## config.mk

```make
export PLATFORM = sky130hd
export DESIGN_NAME = onehot_hold_decoder_flat
export DESIGN_NICKNAME = d
export VERILOG_FILES = /design/src/rtl/onehot_hold_pkg.sv /design/src/rtl/onehot_hold_decoder_if.sv /design/src/rtl/dec3to8_onehot.sv /design/src/rtl/onehot_hold_decoder.sv /design/src/flat_wrapper.sv
export SDC_FILE = /design/constraint.sdc
export NUM_CORES = 1
export LEC_CHECK = 0
export BUFFER_PORTS_ARGS = -buffer_cell sky130_fd_sc_hd__buf_2
export CAP_MARGIN = 5
export CORE_UTILIZATION = 35
export CTS_CLUSTER_SIZE = 10
export DETAILED_ROUTE_END_ITERATION = 8
export GPL_ROUTABILITY_DRIVEN = 0
export PLACE_DENSITY_LB_ADDON = 0.08
export SLEW_MARGIN = 20
export SYNTH_ARGS = -nofsm -noshare
export SYNTH_HDL_FRONTEND = slang
export SYNTH_SLANG_ARGS = --single-unit
```

## constraint.sdc

```tcl
create_clock -name clk -period 1.7 [get_ports clk]
set_input_delay 0.51 -clock clk [delete_from_list [all_inputs] [get_ports clk]]
set_output_delay 0.51 -clock clk [all_outputs]
set_load 0.02 [all_outputs]
```

## src/rtl/onehot_hold_pkg.sv

```systemverilog
// Shared types for the one-hot hold decoder: code/line widths and the FSM state encoding.
package onehot_hold_pkg;

  localparam int CODE_W = 3;
  localparam int OUT_W  = 8;

  typedef enum logic {
    IDLE  = 1'b0,
    DRIVE = 1'b1
  } state_t;

  typedef logic [CODE_W-1:0] code_t;
  typedef logic [OUT_W-1:0]  line_t;

endpackage

```

## src/rtl/onehot_hold_decoder_if.sv

```systemverilog
// Code-in / line-out bundle of the hold decoder; master is the code producer, slave the decoder.
interface onehot_hold_decoder_if;

  logic                  en;
  logic                  code_valid;
  onehot_hold_pkg::code_t code;
  logic                  code_ready;
  onehot_hold_pkg::line_t Y;
  logic                  busy;
  logic                  done;

  modport master (
    output en, code_valid, code,
    input  code_ready, Y, busy, done
  );

  modport slave (
    input  en, code_valid, code,
    output code_ready, Y, busy, done
  );

endinterface

```

## src/rtl/dec3to8_onehot.sv

```systemverilog
// Pure combinational 3-to-8 one-hot decoder; zero latency, no flow control.
module dec3to8_onehot
  import onehot_hold_pkg::*;
(
  input  code_t code_i,
  output line_t line_o
);

  always_comb begin
    line_o         = '0;
    line_o[code_i] = 1'b1;
  end

endmodule

```

## src/rtl/onehot_hold_decoder.sv

```systemverilog
// Drives one-hot line for HOLD_CYCLES enabled cycles per accepted code; Y one cycle after accept.
// One active plus one pending code; code_ready drops while the pending slot is full or en is low.
module onehot_hold_decoder
  import onehot_hold_pkg::*;
#(
  parameter int HOLD_CYCLES = 4,
  parameter int CNT_W       = 8
) (
  input logic                  clk,
  input logic                  rst_n,
  onehot_hold_decoder_if.slave bus
);

  localparam logic [CNT_W-1:0] CNT_RELOAD = CNT_W'(HOLD_CYCLES - 1);

  state_t           state_q, state_d;
  logic [CNT_W-1:0] cnt_q, cnt_d;
  code_t            act_q, act_d;
  code_t            pend_q, pend_d;
  logic             pend_full_q, pend_full_d;
  line_t            y_q, y_d;
  logic             done_q, done_d;
  logic             accept;
  line_t            act_line;

  // Decode the value the active register is about to hold so Y lands one cycle after accept.
  dec3to8_onehot u_dec (
    .code_i (act_d),
    .line_o (act_line)
  );

  always_ff @(posedge clk or negedge rst_n) begin
    if (!rst_n) begin
      state_q     <= IDLE;
      cnt_q       <= '0;
      act_q       <= '0;
      pend_q      <= '0;
      pend_full_q <= 1'b0;
      y_q         <= '0;
      done_q      <= 1'b0;
    end else begin
      state_q     <= state_d;
      cnt_q       <= cnt_d;
      act_q       <= act_d;
      pend_q      <= pend_d;
      pend_full_q <= pend_full_d;
      y_q         <= y_d;
      done_q      <= done_d;
    end
  end

  always_comb begin : next_state
    state_d     = state_q;
    cnt_d       = cnt_q;
    act_d       = act_q;
    pend_d      = pend_q;
    pend_full_d = pend_full_q;
    done_d      = 1'b0;
    accept      = bus.code_valid && bus.en && !pend_full_q;

    if (bus.en) begin
      unique case (state_q)
        IDLE: begin
          if (accept) begin
            act_d   = bus.code;
            cnt_d   = CNT_RELOAD;
            state_d = DRIVE;
          end
        end
        DRIVE: begin
          if (cnt_q != '0) begin
            cnt_d = cnt_q - CNT_W'(1);
            if (accept) begin
              pend_d      = bus.code;
              pend_full_d = 1'b1;
            end
          end else begin
            // Hold expiry: hand over to the next code on this same edge so Y has no gap.
            done_d = 1'b1;
            if (pend_full_q) begin
              act_d       = pend_q;
              cnt_d       = CNT_RELOAD;
              pend_full_d = 1'b0;
            end else if (accept) begin
              act_d = bus.code;
              cnt_d = CNT_RELOAD;
            end else begin
              state_d = IDLE;
            end
          end
        end
        default: state_d = IDLE;
      endcase
    end
  end

  always_comb begin : y_next
    y_d = (state_d == DRIVE) ? act_line : '0;
  end

  // en blanks the line without disturbing the held state, so drive resumes where it paused.
  always_comb begin : outputs
    bus.code_ready = bus.en && !pend_full_q;
    bus.busy       = (state_q == DRIVE) || pend_full_q;
    bus.Y          = bus.en ? y_q : '0;
    bus.done       = done_q;
  end

endmodule

```

## src/flat_wrapper.sv

```systemverilog
// flat-port wrapper written by rule: the top's interface ports become plain ports
module onehot_hold_decoder_flat import onehot_hold_pkg::*;
#(
  parameter int HOLD_CYCLES = 4,
  parameter int CNT_W       = 8
)
  (clk, rst_n, bus_en, bus_code_valid, bus_code, bus_code_ready, bus_Y, bus_busy, bus_done);
  onehot_hold_decoder_if bus_i ();
  input logic clk;
  input logic rst_n;
  input wire logic [$bits(bus_i.en)-1:0] bus_en;
  input wire logic [$bits(bus_i.code_valid)-1:0] bus_code_valid;
  input wire logic [$bits(bus_i.code)-1:0] bus_code;
  output wire logic [$bits(bus_i.code_ready)-1:0] bus_code_ready;
  output wire logic [$bits(bus_i.Y)-1:0] bus_Y;
  output wire logic [$bits(bus_i.busy)-1:0] bus_busy;
  output wire logic [$bits(bus_i.done)-1:0] bus_done;
  assign bus_i.en = bus_en;
  assign bus_i.code_valid = bus_code_valid;
  assign bus_i.code = bus_code;
  assign bus_code_ready = bus_i.code_ready;
  assign bus_Y = bus_i.Y;
  assign bus_busy = bus_i.busy;
  assign bus_done = bus_i.done;
  onehot_hold_decoder #(.HOLD_CYCLES(HOLD_CYCLES), .CNT_W(CNT_W)) u_core (.clk(clk), .rst_n(rst_n), .bus(bus_i));
endmodule
```

=== After elaboration in Yosys (flattened, before gate mapping) ===
Index checks and enable logic that the tools add are counted.

* Add/subtract/negate cells: 1
* $lt $le $gt $ge: 2
* Eq/ne operators: 1
* Muxes and demuxes: 23
* Bitwise logic cells: 1
* Reduce and logical (&&, ||, !) cells: 9

{| class="wikitable"
|+ Operators with widths
! kind !! number
|-
| 8-bit two-way mux || 5
|-
| 8-bit one-hot mux with 2 select lines || 1
|-
| 3-bit two-way mux || 4
|-
| 1-bit two-way mux || 10
|-
| 8-bit nonzero test || 1
|-
| 8-bit by 1-bit subtractor with 8-bit output, second input constant || 1
|-
| 3-bit one-hot mux with 2 select lines || 1
|-
| 1-bit logical AND || 4
|-
| 3-bit by 4-bit less-than comparator with 1-bit output, second input constant || 1
|-
| 4-bit AND reduction || 1
|-
| 1-bit demux with 3-bit select || 1
|-
| 3-bit by 1-bit greater-or-equal comparator with 1-bit output, second input constant || 1
|-
| 3-bit AND reduction || 1
|-
| 2-bit by 1-bit inequality test with 1-bit output, second input constant || 1
|-
| 1-bit one-hot mux with 2 select lines || 1
|-
| 1-bit logical NOT || 1
|-
| 1-bit logical OR || 1
|-
| 1-bit NOT || 1
|}

* Register bits: 25
* Bits of input ports: 7
* Output and inout port bits: 11
* Word-level logic and storage cells: 44

=== Longest topological paths before layout ===
* Word-level depth: 12
* Mapped depth: 6
* Depth with buffers taken out: 6

=== By module ===
A second synthesis with hierarchy kept.

* Cell total of the unflattened synthesis: 126
* Area total of the unflattened synthesis: 1297.5 sq um

{| class="wikitable"
|+ By module, submodules not included
! module !! instances !! cells each !! area an instance (sq um) !! seq. area each (sq um)
|-
| onehot_hold_decoder || 1 || 118 || 1232.4 || 625.6
|-
| dec3to8_onehot || 1 || 8 || 65.1 || 0.0
|}

=== Worst setup path before layout ===
No wires, ideal clock.

* Path type: input to register
* Start point: in bus_en
* End point: reg u_core.y_q[3]
* Library setup time: 0.121 ns
* Arrival time: 1.867 ns
* Data required time: 1.579 ns
* Setup slack: -0.289 ns
* Cell stages on the path: 5
* Buffers on the path: 1
* Cells stage by stage: clkbuf_1 nor2b_1 nand3_1 a21oi_1 and4bb_1

* Longest elaborated chain between the ends: 12
* Elaborated cells on any way between the ends: 18
* Classes of those cells: order compare (2); mux (13); reduce/logical (3)

{| class="wikitable"
|+ RTL lines
! item !! RTL line !! RTL
|-
| from (decl) || flat_wrapper.sv:11 || <nowiki>input wire logic [$bits(bus_i.en)-1:0] bus_en;</nowiki>
|-
| 1-bit logical AND (2 in series) || onehot_hold_decoder.sv:59 || <nowiki>accept = bus.code_valid && bus.en && !pend_full_q;</nowiki>
|-
| 3-bit two-way mux || onehot_hold_decoder.sv:64, onehot_hold_decoder.sv:84 ||
|-
| 3-bit two-way mux || onehot_hold_decoder.sv:80 || <nowiki>if (pend_full_q) begin</nowiki>
|-
| 3-bit two-way mux || onehot_hold_decoder.sv:71 || <nowiki>if (cnt_q != '0) begin</nowiki>
|-
| 3-bit one-hot mux with 2 select lines || onehot_hold_decoder.sv:62 || <nowiki>unique case (state_q)</nowiki>
|-
| 3-bit two-way mux || onehot_hold_decoder.sv:61 || <nowiki>if (bus.en) begin</nowiki>
|-
| 3-bit by 4-bit less-than comparator with 1-bit output (implied by the code) / 3-bit by 1-bit greater-or-equal comparator with 1-bit output (equally long branches) || dec3to8_onehot.sv:11 || <nowiki>line_o[code_i] = 1'b1;</nowiki>
|-
| 1-bit logical AND (implied by the code) || dec3to8_onehot.sv:11 ||
|-
| 1-bit two-way mux (implied by the code) || dec3to8_onehot.sv:11 ||
|-
| 1-bit demux with 3-bit select || dec3to8_onehot.sv:11 ||
|-
| 8-bit two-way mux * || onehot_hold_decoder.sv:98 || <nowiki>y_d = (state_d == DRIVE) ? act_line : '0;</nowiki>
|-
| net u_core.y_d[3] || onehot_hold_decoder.sv:21 || <nowiki>line_t y_q, y_d;</nowiki>
|-
| to (signal assigned) || onehot_hold_decoder.sv:47 || <nowiki>y_q <= y_d;</nowiki>
|-
| to (decl) || onehot_hold_decoder.sv:21 ||
|}

Mark *: on every way through the listed nets, which the timed path passes. The rest lies on a longest branch.
A chain may end at the register's enable or synchronous reset.

=== Worst setup path after layout ===
* Start point: reg u_core.cnt_q[1]
* End point: reg u_core.cnt_q[7]

* Longest elaborated chain between the ends: 3
* Elaborated cells on any way between the ends: 4
* Classes of those cells: add/sub (1); mux (2); reduce/logical (1)

{| class="wikitable"
|+ RTL lines
! item !! RTL line !! RTL
|-
| from (decl) || onehot_hold_decoder.sv:17 || <nowiki>logic [CNT_W-1:0] cnt_q, cnt_d;</nowiki>
|-
| from (signal assigned) || onehot_hold_decoder.sv:43 || <nowiki>cnt_q <= cnt_d;</nowiki>
|-
| 8-bit by 1-bit subtractor with 8-bit output / 8-bit nonzero test (equally long branches) || onehot_hold_decoder.sv:72, onehot_hold_decoder.sv:71 ||
|-
| 8-bit two-way mux * || onehot_hold_decoder.sv:71 ||
|-
| 8-bit one-hot mux with 2 select lines * || onehot_hold_decoder.sv:62 ||
|}

Every way passes the cells marked *; elsewhere a longest branch is shown, timed or not.

==> key figures <==
STA
  – Crit path time final: 1.95 ns
  – Final Hold Fails: 0
  – Tcrit/Tclk final: 115%
  – Crit path setup slack, layout: -0.252 ns
  – Fin Clk Skew: 0.00115 ns
  – # setup viols final: 23
  – Setup TNS: -3.95 ns
  – RSZ-0062 raised after global routing: yes
  – Max-slew violation count: 0
  – Relative slew slack: 58.8%
  – Worst Max-Slew Pin Slew: 0.613 ns
  – Maximum clock rate: 0.512 GHz

Critical path
  – WP depth: 5
  – R2r worst-path depth: 5
  – Crit path max fanout: 3
  – Critical Path RT: 1.87 ns
  – Worst setup path category: reg2reg
  – Most frequent CP cell: or3_4
  – Worst path top cell family by delay: simple AND/OR/NAND/NOR gates
  – Worst Path Buf+Inv: 1
  – Worst setup SP type: register
  – Setup crit end kind: register
  – CP peak stage delay: 0.44 ns
  – CP max stage cell: or4_4
  – CP arrival: 2.12 ns
  – Crit-path cells: buf_4 -> or3_4 -> or3_4 -> or4_4 -> mux2i_1

Clocking
  – CTS Hold Bufs: 0
  – Inserted Clock Buffers: 3
  – CTS Buffer Depth: 2
  – CTS tree: yes
  – Clock latency at the later pin of the worst-skew pair: 0.27 ns
  – Root Buffer: clkbuf_8
  – Clock sinks: 25
  – Reg clk slew, reported paths: 0.09 ns
  – H-tree levels: 1

Run status
  – Status: complete, but fails checks
  – Failing checks: negative setup slack

Drt
  – DRC errors left: 0
  – Via density per instance: 5.22
  – Final ANT Viol Nets: 0
  – Post-Route WL: 4060 microns
  – DRT Pass-1 Iters: 4
  – Vias post-DR: 1,330
  – Per-cell routed wire length: 15.9 microns
  – DRT iter0 DRCs: 34

Pwr
  – Power per cell area: 1710 nW/um^2
  – Lkg Pwr: 1.10 nW
  – Largest vdd supply drop: 0.000706 V

Synth
  – Asr flop ratio synth: 100%
  – Post-synthesis cell count: 126
  – Register area share after synthesis: 45.2%
  – Top cells by area, synth: dfrtp_1, and2_1, or2_2
  – Yosys reg bits: 25
  – Primary FF master, synth: dfrtp_1
  – Post-synth cell types: 43
  – Average size of a mapped cell: 11.0 sq um
  – Syn. warnings: 0
  – Area share of the largest cell type after synthesis: 45.2%
  – Syn Nets: 134
  – Count of flip-flops with a built-in enable after synthesis: 0
  – Area leader, netlist: dfrtp_1
  – Mapped cell area: 1380 sq um

Layout
  – Area Growth Syn to Fin: 73.0%
  – Final net count: 216
  – Commonest non-fill, non-tap cell in the layout: buf_4
  – Commonest cells after routing, fill and taps aside: buf_4, dfrtp_1, buf_6
  – Diode count: 0
  – Layout cells sized above 1: 65.2%

Floorplanning
  – Initial Util: 37.2%
  – Die Area: 4210 sq um
  – Io pins: 18
  – FP Rows: 22
  – Die Wd: 64.9 microns
  – Core area: 3720 sq um
  – Die Ht: 64.9 microns

Global routing
  – Initial antenna violation count: 0
  – Largest net degree at the start of global routing: 26
  – GR Overflow Total: 0
  – First-pass GRT wire length: 6210 microns
  – Vias in the first global route: 1,273
  – Total Routing Usage GR: 19.6%

Placed design
  – Hpwl dp: 2440 microns
  – Pre-CTS setup slack: -0.355 ns
  – Port buffer count: 17

Min path
  – Min-delay worst type: in2async

Flow run
  – Max cap viols: 0
==> metrics by stage <==
step	utilization (%)	power, mW	cells	cell area, sq um	hold WS [ns]
floorplan	-	2.00	126	1420	0.214
global placement	48.6	2.60	222	1800	0.485
detailed placement	48.6	2.64	222	1800	0.494
CTS	57.6	3.53	241	2140	0.247
global route	64.4	4.33	255	2390	0.267
finish	64.4	4.08	255	2390	0.222
==> final cells by class <==
class	instances	area, sq um
multi-input combinational	96	1020
tap	48	60.1
timing repair buffer	78	627
sequential	25	628
clock inverter	1	5.00
inverter	4	15.0
fill	314	1320
clock buffer	3	41.3
==> final timing paths <==
check	from	endpoint	slack, ns
min in group clk	u_core.pend_q[0]	u_core.pend_q[0]	0.52
setup / recovery	u_core.cnt_q[1]	u_core.cnt_q[7]	-0.25
setup reg to reg	u_core.cnt_q[1]	u_core.cnt_q[7]	-0.25
max in group asynchronous	rst_n	u_core.cnt_q[5]	1.07
hold reg to reg	u_core.pend_q[0]	u_core.pend_q[0]	0.52
hold / removal	rst_n	u_core.bus.done	0.22
==> registers in the layout, summed over array words and instances (netlist names) <==
name,flops
u_core.act_q,3
u_core.bus.done,1
u_core.cnt_q,8
u_core.pend_full_q,1
u_core.pend_q,3
u_core.state_q,1
u_core.y_q,8
==> cells in the mapped netlist (3+ instances only) <==
cell / n
mux2_2: 3
a21boi_0: 3
nand2_1: 5
or2_2: 8
and4bb_1: 3
o221ai_1: 3
a22o_1: 3
nand2b_1: 3
nor4b_1: 4
and2_1: 8
nor2_1: 3
clkbuf_1: 3
o31ai_1: 4
dfrtp_1: 25
mux2i_1: 3
inv_1: 4
a211oi_2: 3
a21oi_1: 3
a211oi_1: 4
and3_1: 3
==> layer usage <==
layer	part of all wire [%]	global-route usage (%)	vias to the layer above
met3	3.5	2.82	8
met5	0	0	-
met2	51	33.3	25
met4	1.8	5.00	0
li1	-	-	643
met1	44	25.7	654
==> kinds of logic (layout without fill, tap and decap cells) <==
logic type	count (synthesis)	in the layout	synth area share, %
AOI/OAI and AO/OA	29	32	16.6
xor gates and xnor gates	1	1	0.633
adders and majority gates	1	1	0.904
buffers and inverters	8	86	2.17
DFF	25	25	45.2
muxes	6	6	4.61
and+or+nand+nor	56	56	29.8
==> timing repair <==
| action | 4_1_cts | 5_1_grt |
|---|---|---|
| setup buffers | 13 | 15 |
| cloned | 2 | 1 |
| pin swaps | 12 | 16 |
| gates resized for setup | 36 | 34 |
| setup endpoints to repair | 31 | 31 |
==> power breakdown <==
group	switching, mW	leakage [nW]	internal (mW)
sequential	0.195	0.311	0.852
combinational	1.25	0.763	1.42
clock	0.205	0.0255	0.164
total	1.65	1.10	2.43
Power figures use the tool's default switching activity.
